$ cat config.mk
export PLATFORM = sky130hd
export DESIGN_NAME = timer_bank
export DESIGN_NICKNAME = d
export VERILOG_FILES = /design/src/rtl/singlecycle_pkg.sv /design/src/rtl/timer_channel.sv /design/src/rtl/timer_bank.sv
export SDC_FILE = /design/constraint.sdc
export NUM_CORES = 1
export LEC_CHECK = 0
export BUFFER_PORTS_ARGS = -buffer_cell sky130_fd_sc_hd__buf_2
export CAP_MARGIN = 20
export CORE_ASPECT_RATIO = 1.75
export CORE_MARGIN = 1
export CORE_UTILIZATION = 47
export CTS_CLUSTER_DIAMETER = 50
export DETAILED_ROUTE_END_ITERATION = 10
export PLACE_DENSITY = 0.71
export SETUP_SLACK_MARGIN = 0.02
export SKIP_CTS_REPAIR_TIMING = 1
export SYNTH_ARGS = -nofsm -noshare
export SYNTH_HDL_FRONTEND = slang
export SYNTH_SLANG_ARGS = --single-unit
$ cat constraint.sdc
create_clock -name i_clk -period 2.99 [get_ports i_clk]
set_clock_uncertainty 0.1 [all_clocks]
set_input_delay 0.1495 -clock i_clk [delete_from_list [all_inputs] [get_ports i_clk]]
set_output_delay 0.1495 -clock i_clk [all_outputs]
set_load 0.01 [all_outputs]
$ cat src/rtl/singlecycle_pkg.sv
// Shared definitions for the timer bank.
//   - base address of the bank and byte stride of one channel window
//   - byte offsets of the four registers inside a channel window
//   - CTRL bit positions, packed CTRL struct and a helper that packs it
//     back into a 32-bit bus word
//   - channel state enumeration
package singlecycle_pkg;

    localparam logic [31:0] TIMER_BASE_ADDR = 32'h0000_4000;
    localparam int unsigned TIMER_STRIDE    = 16;

    // Register byte offsets inside one channel window
    localparam logic [3:0] OFF_CTRL    = 4'h0;
    localparam logic [3:0] OFF_COMPARE = 4'h4;
    localparam logic [3:0] OFF_COUNT   = 4'h8;
    localparam logic [3:0] OFF_STATUS  = 4'hC;

    // CTRL bit positions
    localparam int unsigned CTRL_EN_BIT     = 0;
    localparam int unsigned CTRL_MODE_BIT   = 1;
    localparam int unsigned CTRL_IRQ_EN_BIT = 2;
    localparam int unsigned CTRL_PRESC_LSB  = 8;
    localparam int unsigned CTRL_PRESC_W    = 8;

    typedef struct packed {
        logic [CTRL_PRESC_W-1:0] presc;
        logic                    irq_en;
        logic                    mode;     // 0 one-shot, 1 periodic
        logic                    en;
    } timer_ctrl_t;

    typedef enum logic [1:0] {
        IDLE    = 2'd0,
        RUN     = 2'd1,
        EXPIRED = 2'd2
    } TimerState_e;

    // Unimplemented CTRL bits read back as zero.
    function automatic logic [31:0] ctrl_to_word(input timer_ctrl_t c);
        logic [31:0] w;
        w = '0;
        w[CTRL_EN_BIT]                        = c.en;
        w[CTRL_MODE_BIT]                      = c.mode;
        w[CTRL_IRQ_EN_BIT]                    = c.irq_en;
        w[CTRL_PRESC_LSB +: CTRL_PRESC_W]     = c.presc;
        return w;
    endfunction

endpackage

$ cat src/rtl/timer_channel.sv
// One timer channel: CTRL/COMPARE/COUNT/MATCH registers, prescaler and
// IDLE/RUN/EXPIRED state machine.
// Ports:
//   clk_i, rst_ni          clock, asynchronous active-low reset
//   wr_ctrl_i .. wr_status_i  one-hot register write strobes (already decoded)
//   wdata_i                bus write data
//   ctrl_o, cmp_o, cnt_o   register contents for the read mux
//   match_o                STATUS.MATCH
//   irq_o                  MATCH gated by IRQ_EN
module timer_channel
    import singlecycle_pkg::*;
#(
    parameter int unsigned CNT_W = 32
) (
    input  logic              clk_i,
    input  logic              rst_ni,
    input  logic              wr_ctrl_i,
    input  logic              wr_cmp_i,
    input  logic              wr_cnt_i,
    input  logic              wr_status_i,
    input  logic [31:0]       wdata_i,
    output timer_ctrl_t       ctrl_o,
    output logic [CNT_W-1:0]  cmp_o,
    output logic [CNT_W-1:0]  cnt_o,
    output logic              match_o,
    output logic              irq_o
);

    localparam logic [CNT_W-1:0] CNT_ONE = {{(CNT_W-1){1'b0}}, 1'b1};

    TimerState_e       state_q, state_d;
    timer_ctrl_t       ctrl_q, ctrl_d, wr_ctrl_val;
    logic [CNT_W-1:0]  cmp_q, cmp_d;
    logic [CNT_W-1:0]  cnt_q, cnt_d;
    logic [7:0]        presc_q, presc_d;
    logic              match_q, match_d;

    logic              running;
    logic              tick;
    logic              en_rise;
    logic              unused_wdata;

    assign wr_ctrl_val.en     = wdata_i[CTRL_EN_BIT];
    assign wr_ctrl_val.mode   = wdata_i[CTRL_MODE_BIT];
    assign wr_ctrl_val.irq_en = wdata_i[CTRL_IRQ_EN_BIT];
    assign wr_ctrl_val.presc  = wdata_i[CTRL_PRESC_LSB +: CTRL_PRESC_W];
    assign unused_wdata       = ^{wdata_i[31:16], wdata_i[7:3]};

    assign running = (state_q == RUN);
    assign tick    = running && (presc_q == ctrl_q.presc);
    assign en_rise = wr_ctrl_i && wr_ctrl_val.en && !ctrl_q.en;

    always_comb begin
        state_d = state_q;
        ctrl_d  = ctrl_q;
        cmp_d   = cmp_q;
        cnt_d   = cnt_q;
        presc_d = presc_q;
        match_d = match_q;

        // Hardware update first; software writes below override it.
        if (running) begin
            presc_d = tick ? 8'd0 : presc_q + 8'd1;
        end
        if (tick) begin
            if (cnt_q == cmp_q) begin
                if (ctrl_q.mode) begin
                    cnt_d = '0;
                end else begin
                    ctrl_d.en = 1'b0;
                    state_d   = EXPIRED;
                end
            end else begin
                cnt_d = cnt_q + CNT_ONE;
            end
        end

        // W1C clear is applied before the hardware set so a same-cycle
        // match survives the clear.
        if (wr_status_i && wdata_i[0]) begin
            match_d = 1'b0;
        end
        if (tick && (cnt_q == cmp_q)) begin
            match_d = 1'b1;
        end

        if (wr_cmp_i) begin
            cmp_d = wdata_i[CNT_W-1:0];
        end
        if (wr_cnt_i) begin
            cnt_d   = wdata_i[CNT_W-1:0];
            presc_d = 8'd0;
        end
        if (wr_ctrl_i) begin
            ctrl_d = wr_ctrl_val;
            if (en_rise) begin
                state_d = RUN;
                presc_d = 8'd0;
            end else if (wr_ctrl_val.en) begin
                // EN rewritten as 1 while running: keep running even if a
                // one-shot match tried to expire the channel this cycle.
                state_d = state_q;
            end else if (state_q == RUN) begin
                state_d = IDLE;
            end
        end
    end

    always_ff @(posedge clk_i or negedge rst_ni) begin
        if (!rst_ni) begin
            state_q <= IDLE;
            ctrl_q  <= '0;
            cmp_q   <= '0;
            cnt_q   <= '0;
            presc_q <= '0;
            match_q <= 1'b0;
        end else begin
            state_q <= state_d;
            ctrl_q  <= ctrl_d;
            cmp_q   <= cmp_d;
            cnt_q   <= cnt_d;
            presc_q <= presc_d;
            match_q <= match_d;
        end
    end

    assign ctrl_o  = ctrl_q;
    assign cmp_o   = cmp_q;
    assign cnt_o   = cnt_q;
    assign match_o = match_q;
    assign irq_o   = match_q && ctrl_q.irq_en;

endmodule

$ cat src/rtl/timer_bank.sv
// Bank of N_TIMERS memory-mapped timer channels with per-channel interrupts.
// Ports:
//   i_clk, i_rst_n   clock, asynchronous active-low reset
//   i_lsu_valid      bus access valid this cycle
//   i_addr           byte address (bits [1:0] ignored)
//   i_wen, i_wdata   write enable and data
//   o_rdata          combinational read data (0 when not a valid hit)
//   o_hit            address falls inside the bank window
//   o_irq            per-channel level interrupt
//   o_irq_any        OR of o_irq
module timer_bank
    import singlecycle_pkg::*;
#(
    parameter int unsigned N_TIMERS  = 4,
    parameter int unsigned CNT_W     = 32,
    parameter logic [31:0] BASE_ADDR = TIMER_BASE_ADDR
) (
    input  logic                i_clk,
    input  logic                i_rst_n,
    input  logic                i_lsu_valid,
    input  logic [31:0]         i_addr,
    input  logic                i_wen,
    input  logic [31:0]         i_wdata,
    output logic [31:0]         o_rdata,
    output logic                o_hit,
    output logic [N_TIMERS-1:0] o_irq,
    output logic                o_irq_any
);

    localparam logic [31:0] WIN_BYTES = 32'(TIMER_STRIDE * N_TIMERS);

    logic [31:0]       offset;
    logic [2:0]        chan_idx;
    logic [3:0]        reg_off;
    logic              wr_access;

    timer_ctrl_t       ch_ctrl  [N_TIMERS];
    logic [CNT_W-1:0]  ch_cmp   [N_TIMERS];
    logic [CNT_W-1:0]  ch_cnt   [N_TIMERS];
    logic [N_TIMERS-1:0] ch_match;

    // Unsigned subtraction: addresses below the base wrap to a huge offset
    // and fail the window compare, so one compare covers both bounds.
    assign offset    = i_addr - BASE_ADDR;
    assign o_hit     = (offset < WIN_BYTES);
    assign chan_idx  = offset[6:4];
    assign reg_off   = {offset[3:2], 2'b00};
    assign wr_access = i_lsu_valid && i_wen && o_hit;

    genvar gi;
    generate
        for (gi = 0; gi < N_TIMERS; gi++) begin : g_ch
            logic ch_sel;
            assign ch_sel = wr_access && (chan_idx == 3'(gi));

            timer_channel #(
                .CNT_W (CNT_W)
            ) u_ch (
                .clk_i       (i_clk),
                .rst_ni      (i_rst_n),
                .wr_ctrl_i   (ch_sel && (reg_off == OFF_CTRL)),
                .wr_cmp_i    (ch_sel && (reg_off == OFF_COMPARE)),
                .wr_cnt_i    (ch_sel && (reg_off == OFF_COUNT)),
                .wr_status_i (ch_sel && (reg_off == OFF_STATUS)),
                .wdata_i     (i_wdata),
                .ctrl_o      (ch_ctrl[gi]),
                .cmp_o       (ch_cmp[gi]),
                .cnt_o       (ch_cnt[gi]),
                .match_o     (ch_match[gi]),
                .irq_o       (o_irq[gi])
            );
        end
    endgenerate

    always_comb begin
        o_rdata = '0;
        if (i_lsu_valid && o_hit) begin
            for (int i = 0; i < int'(N_TIMERS); i++) begin
                if (chan_idx == 3'(i)) begin
                    case (reg_off)
                        OFF_CTRL:    o_rdata = ctrl_to_word(ch_ctrl[i]);
                        OFF_COMPARE: o_rdata = 32'(ch_cmp[i]);
                        OFF_COUNT:   o_rdata = 32'(ch_cnt[i]);
                        default:     o_rdata = {31'b0, ch_match[i]};
                    endcase
                end
            end
        end
    end

    assign o_irq_any = |o_irq;

endmodule

---- After elaboration in Yosys (flattened, before gate mapping) ----
Index checks and enable logic that the tools add are counted.
storage, ports and cells
  register bits ........................... 344
  input bits .............................. 68
  output and inout bits ................... 38
  word-level logic and storage cells ...... 251
cells by class
  add/subtract/negate cells ............... 9
  $lt $le $gt $ge ......................... 1
  eq/ne operators ......................... 30
  mux-type cells .......................... 97
  reduce and logical (&&, ||, !) cells .... 78
operator list
  kind                                                    count
  two-way mux 32 bit                                      21
  case mux 32 bit (3 select lines)                        4
  two-way mux 8 bit                                       20
  adder 32 x 1 -> 32 bit (second input constant)          4
  == test 32 bit                                          4
  two-way mux 2 bit                                       28
  logical AND 1 bit                                       47
  adder 8 x 1 -> 8 bit (second input constant)            4
  == test 8 bit                                           4
  < comparator 32 x 7 -> 1 bit (second input constant)    1
  nonzero test 2 bit                                      16
  subtractor 32 x 15 -> 32 bit (second input constant)    1
  two-way mux 1 bit                                       24
  inequality test 3 x 1 -> 1 bit (second input constant)  4
  inequality test 3 bit (second input constant)           4
  AND reduction 3 bit                                     4
  == test 2 x 1 -> 1 bit (second input constant)          5
  inequality test 2 x 1 -> 1 bit (second input constant)  4
  AND reduction 2 bit                                     4
  == test 3 x 2 -> 1 bit (second input constant)          2
  == test 2 bit (second input constant)                   2
  zero test 1 bit                                         4
  zero test 4 bit                                         1
  OR reduction 4 bit                                      1
  other kinds (2)                                         2

---- Longest topological paths before layout ----
  word-level depth ........................ 9
  mapped depth ............................ 10
  gate-level depth less buffers ........... 8

---- By module ----
From an unflattened synthesis, not the netlist that was laid out.
unflattened totals
  cells, all modules ...................... 2332
  area, all modules ....................... 22728.0 µm²
modules (own cells, without submodules)
  module                            times used  cells an instance  area each (µm²)  sequential area each (µm²)
  timer_channel (g_ch[0].u_ch ...)  2           490                4998.5           2152.1
  timer_channel (g_ch[3].u_ch)      1           486                5044.8           2152.1
  timer_channel (g_ch[2].u_ch)      1           485                4853.4           2152.1
  timer_bank                        1           381                2832.7           0.0

---- Least setup slack after synthesis ----
No wires, ideal clock.
  path kind ............................... input to register
  from .................................... in i_addr[17]
  to ...................................... reg g_ch[1].u_ch.cmp_q[16]
  library setup time ...................... 125 ps
  data arrival time ....................... 2606 ps
  required time ........................... 2765 ps
  path slack .............................. 159 ps
  stages on the path ...................... 7
  path buffers ............................ 1
  cells stage by stage .................... or4_4 or4_4 a2111oi_4 nand4_1 nor3b_2 buf_6 mux2_2
on the way
  word-level cells in the longest chain between the ends .. 5
ends and longest elaborated chain
  what                          line                  text
  from (decl)                   timer_bank.sv:21      input logic [31:0] i_addr,
  subtractor 32 x 15 -> 32 bit  timer_bank.sv:44      assign offset = i_addr - BASE_ADDR;
  < comparator 32 x 7 -> 1 bit  timer_bank.sv:45      assign o_hit = (offset < WIN_BYTES);
  logical AND 1 bit             timer_bank.sv:48      assign wr_access = i_lsu_valid && i_wen && o_hit;
  logical AND 1 bit             timer_bank.sv:54      assign ch_sel = wr_access && (chan_idx == 3'(gi));
  logical AND 1 bit             timer_bank.sv:62      .wr_cmp_i (ch_sel && (reg_off == OFF_COMPARE)),
  to (signal assigned)          timer_channel.sv:120  cmp_q <= cmp_d;
  to (decl)                     timer_channel.sv:33   logic [CNT_W-1:0] cmp_q, cmp_d;
Every way passes these cells.
A chain may end at the register's enable or synchronous reset.

---- Worst setup path after layout ----
  from .................................... reg g_ch[0].u_ch.cnt_q[5]
  to ...................................... out o_rdata[5]
on the way
  word-level cells in the longest chain between the ends .. 6
ends and longest elaborated chain
  what                              line                  text
  from (decl)                       timer_channel.sv:34   logic [CNT_W-1:0] cnt_q, cnt_d;
  from (signal assigned)            timer_channel.sv:121  cnt_q <= cnt_d;
  case mux 32 bit (3 select lines)  timer_bank.sv:80      case (reg_off)
  two-way mux 32 bit (4 in series)  timer_bank.sv:79      if (chan_idx == 3'(i)) begin
  two-way mux 32 bit                timer_bank.sv:77      if (i_lsu_valid && o_hit) begin
  to (decl)                         timer_bank.sv:24      output logic [31:0] o_rdata,
Every way passes these cells.

==> flow_summary.toml <==
[outcome]
status = "complete, but fails checks"
violations = "hold timing"

[yosys]
yosysUniqueCellTypes = 70
synth-edff-count = 0
ys.flop_type = "dfrtp_1"
ys_warn_count = 0
synthTopCellsByArea = "dfrtp_1, mux2_2, xor2_1, nor2_1, a21oi_1"
yosysTopAreaCellShare_pct = 39.6
yosys.area.top_type = "dfrtp_1"
synth_area_um2 = 21800
ys_seq_elements = 344
synthArstFlopShare_pct = 100
syn_nets = 2538
syn_area_per_cell_um2 = 8.84
synthCells = 2462
yosysSeqAreaShare_pct = 39.6

[sta]
rsz0062_at_grt = "no"
worst_pin_slew_ns = 1.02
timing.hold.ws_ns = -0.0263
period_share_pct = 99.1
fin_tns_setup_ns = 0
report.final.hold_viol_count = 9
drv_slew = 0
max_slew_margin_pct = 32.2
setup_violations = 0
period_needed_ns = 2.96
fmax_mhz = 338

[finish]
final_nets = 2668
final_common_cell = "dfrtp_1"
final_cell_mix = "dfrtp_1, nor2_1, a21oi_1"
final_layout_size_suffix_gt1_share_pct = 20.5
design_area_um2 = 25300
syn2layout_area_growth_pct = 16.3
postLayoutCoreUtil_pct = 55.3

[pwr]
leakagePower_nw = 10.6
p_sw_w = 0.00264
sw_frac_of_total_pct = 25.7
power_frac_seq_pct = 45.3
comb_power_share_pct = 7.5
power_frac_clock_pct = 47.2
power.density_nw_per_um2 = 406
vdd_drop_max_uv = 337
intPower_w = 0.00764

[die]
core_area_um2 = 45800
die_x_um = 165
die_h_um = 287
dieArea_um2 = 47200
start_util_pct = 47.5
io_pins = 106
fp-row-count = 104

[worst_setup_path]
crit_type = "reg2out"
arrival_ns = 2.71
critical_path_required_ns = 2.74
crit_fanout = 6
start_kind = "flop"
endpoint_kind = "primary output"

[clock_network]
clock_path_buffers = 3
clk_pin_slew_worst_paths_ns = 0.07
root_buffer = "clkbuf_16"
htreeDepth = 2
insertion_delay_ns = 0.55
cts_tree = "done"
cts.sinks = 344
numCtsBuffers = 38

[place]
placed_cell_area_um2 = 23800
place.detailed.hpwl_um = 68800
gp_congestion = 1.03
numPortBuffers = 103

[global_route]
grt_overflow = 0
grt_max_degree = 81
grt_pass1_wl_um = 138000
grt_pass1_vias = 21200
track_usage_pct = 40.5
antenna_found_initial = 11

[drt]
drt-vias-per-instance = 6.73
drcViolationCount = 0
drt-pass1-iter-count = 6
wl_per_cell_um = 29.4
ant_nets = 0
drt_iter0_markers = 2203
vias = 21600
drt_wl_total_um = 94500

[job]
maxCapViolations = 0

[hold_path]
hp-class = "in2reg"
-- power by group through the flow --
stage | Clock (W) | Sequential (W) | Combinational, W
after detailed placement | 0 | 0.00474 | 0.000700
final | 0.00486 | 0.00465 | 0.000773
after floorplan | 0 | 0.00474 | 0.000238
after global routing | 0.00502 | 0.00465 | 0.000782
after CTS | 0.00488 | 0.00465 | 0.000703
after global placement | 0 | 0.00474 | 0.000702
-- final cells by class --
type,instances,area (um2)
Clock buffer,55,1130
Tap cell,583,729
Sequential cell,344,8610
Multi-Input combinational cell,1880,12300
Antenna cell,13,32.5
Clock inverter,11,120
Inverter,23,86.3
Fill cell,4121,20500
Timing Repair Buffer,305,2340
-- cells by family (layout without fill, tap and decap cells) --
group                    Yosys count  after routing  share of synthesized area (%)
AND/OR/NAND/NOR                  877            877                           19.4
AO/OA/AOI/OAI                    599            599                           17.9
flip-flops                       344            344                           39.6
buffers and inverters            238            394                           4.47
multiplexers                     208            208                           10.7
XOR/XNOR                         188            188                           7.57
adder cells (fa/ha/maj)            8              8                          0.460
other                              0             13                              0
-- worst max-delay path: stages, from the launching register on --
cell	delay [ns]
dfrtp_1	0.47
buf_4	0.20
a22oi_1	0.81
o22ai_1	0.19
nor2_1	0.24
nor2_1	0.07
buf_2	0.17
-- metal layers --
metal / global-route usage (%) / vias up / wire length, um
met1: 42.8 / 10500 / 30700
li1: - / 9258 / -
met3: 10.4 / 499 / 8720
met5: 0 / - / 38
met4: 38.6 / 6 / 11000
met2: 64.7 / 1371 / 44000
-- per-stage QoR --
step / setup WS, ns / total power [W] / std cells
2_1_floorplan: 0.159 / 0.00498 / 2462
3_3_place_gp: -0.0267 / 0.00544 / 3115
3_5_place_dp: -0.0720 / 0.00544 / 3115
4_1_cts: 0.0834 / 0.0102 / 3181
5_1_grt: 0.0298 / 0.0104 / 3202
6_report: 0.0284 / 0.0103 / 3214
-- state kept, by name, indices dropped and copies added (netlist names) --
signal             count
g_ch.u_ch.presc_q     32
g_ch.u_ch.state_q      8
g_ch.u_ch.cmp_o      128
g_ch.u_ch.match_o      4
g_ch.u_ch.ctrl_o      44
g_ch.u_ch.cnt_o      128
-- Yosys cell counts (all sizes together) (25+ instances only) --
master,number
a21oi,204
a22oi,121
a2bb2oi,31
and3,26
buf,28
clkbuf,187
dfrtp,344
mux2,159
mux2i,45
nand2,192
nand3,86
nand4,62
nor2,273
nor3,74
nor4,43
o21ai,75
o22ai,43
or3,37
or4,25
xnor2,57
xor2,131
-- final timing paths --
check	cells past startpoint	from	endpoint	slack (ns)
max	6	g_ch[0].u_ch.cnt_o[5]	o_rdata[5]	0.03
min	3	i_wdata[12]	g_ch[2].u_ch.ctrl_o[7]	-0.03
max reg2reg	8	g_ch[0].u_ch.cnt_o[4]	g_ch[0].u_ch.cnt_o[10]	0.12
min reg2reg	1	g_ch[3].u_ch.match_o	g_ch[3].u_ch.match_o	0.43
max in group asynchronous	3	i_rst_n	g_ch[1].u_ch.ctrl_o[2]	1.79
min in group asynchronous	2	i_rst_n	g_ch[2].u_ch.cnt_o[22]	0.10
No activity file was read; power rests on OpenSTA's default activity.
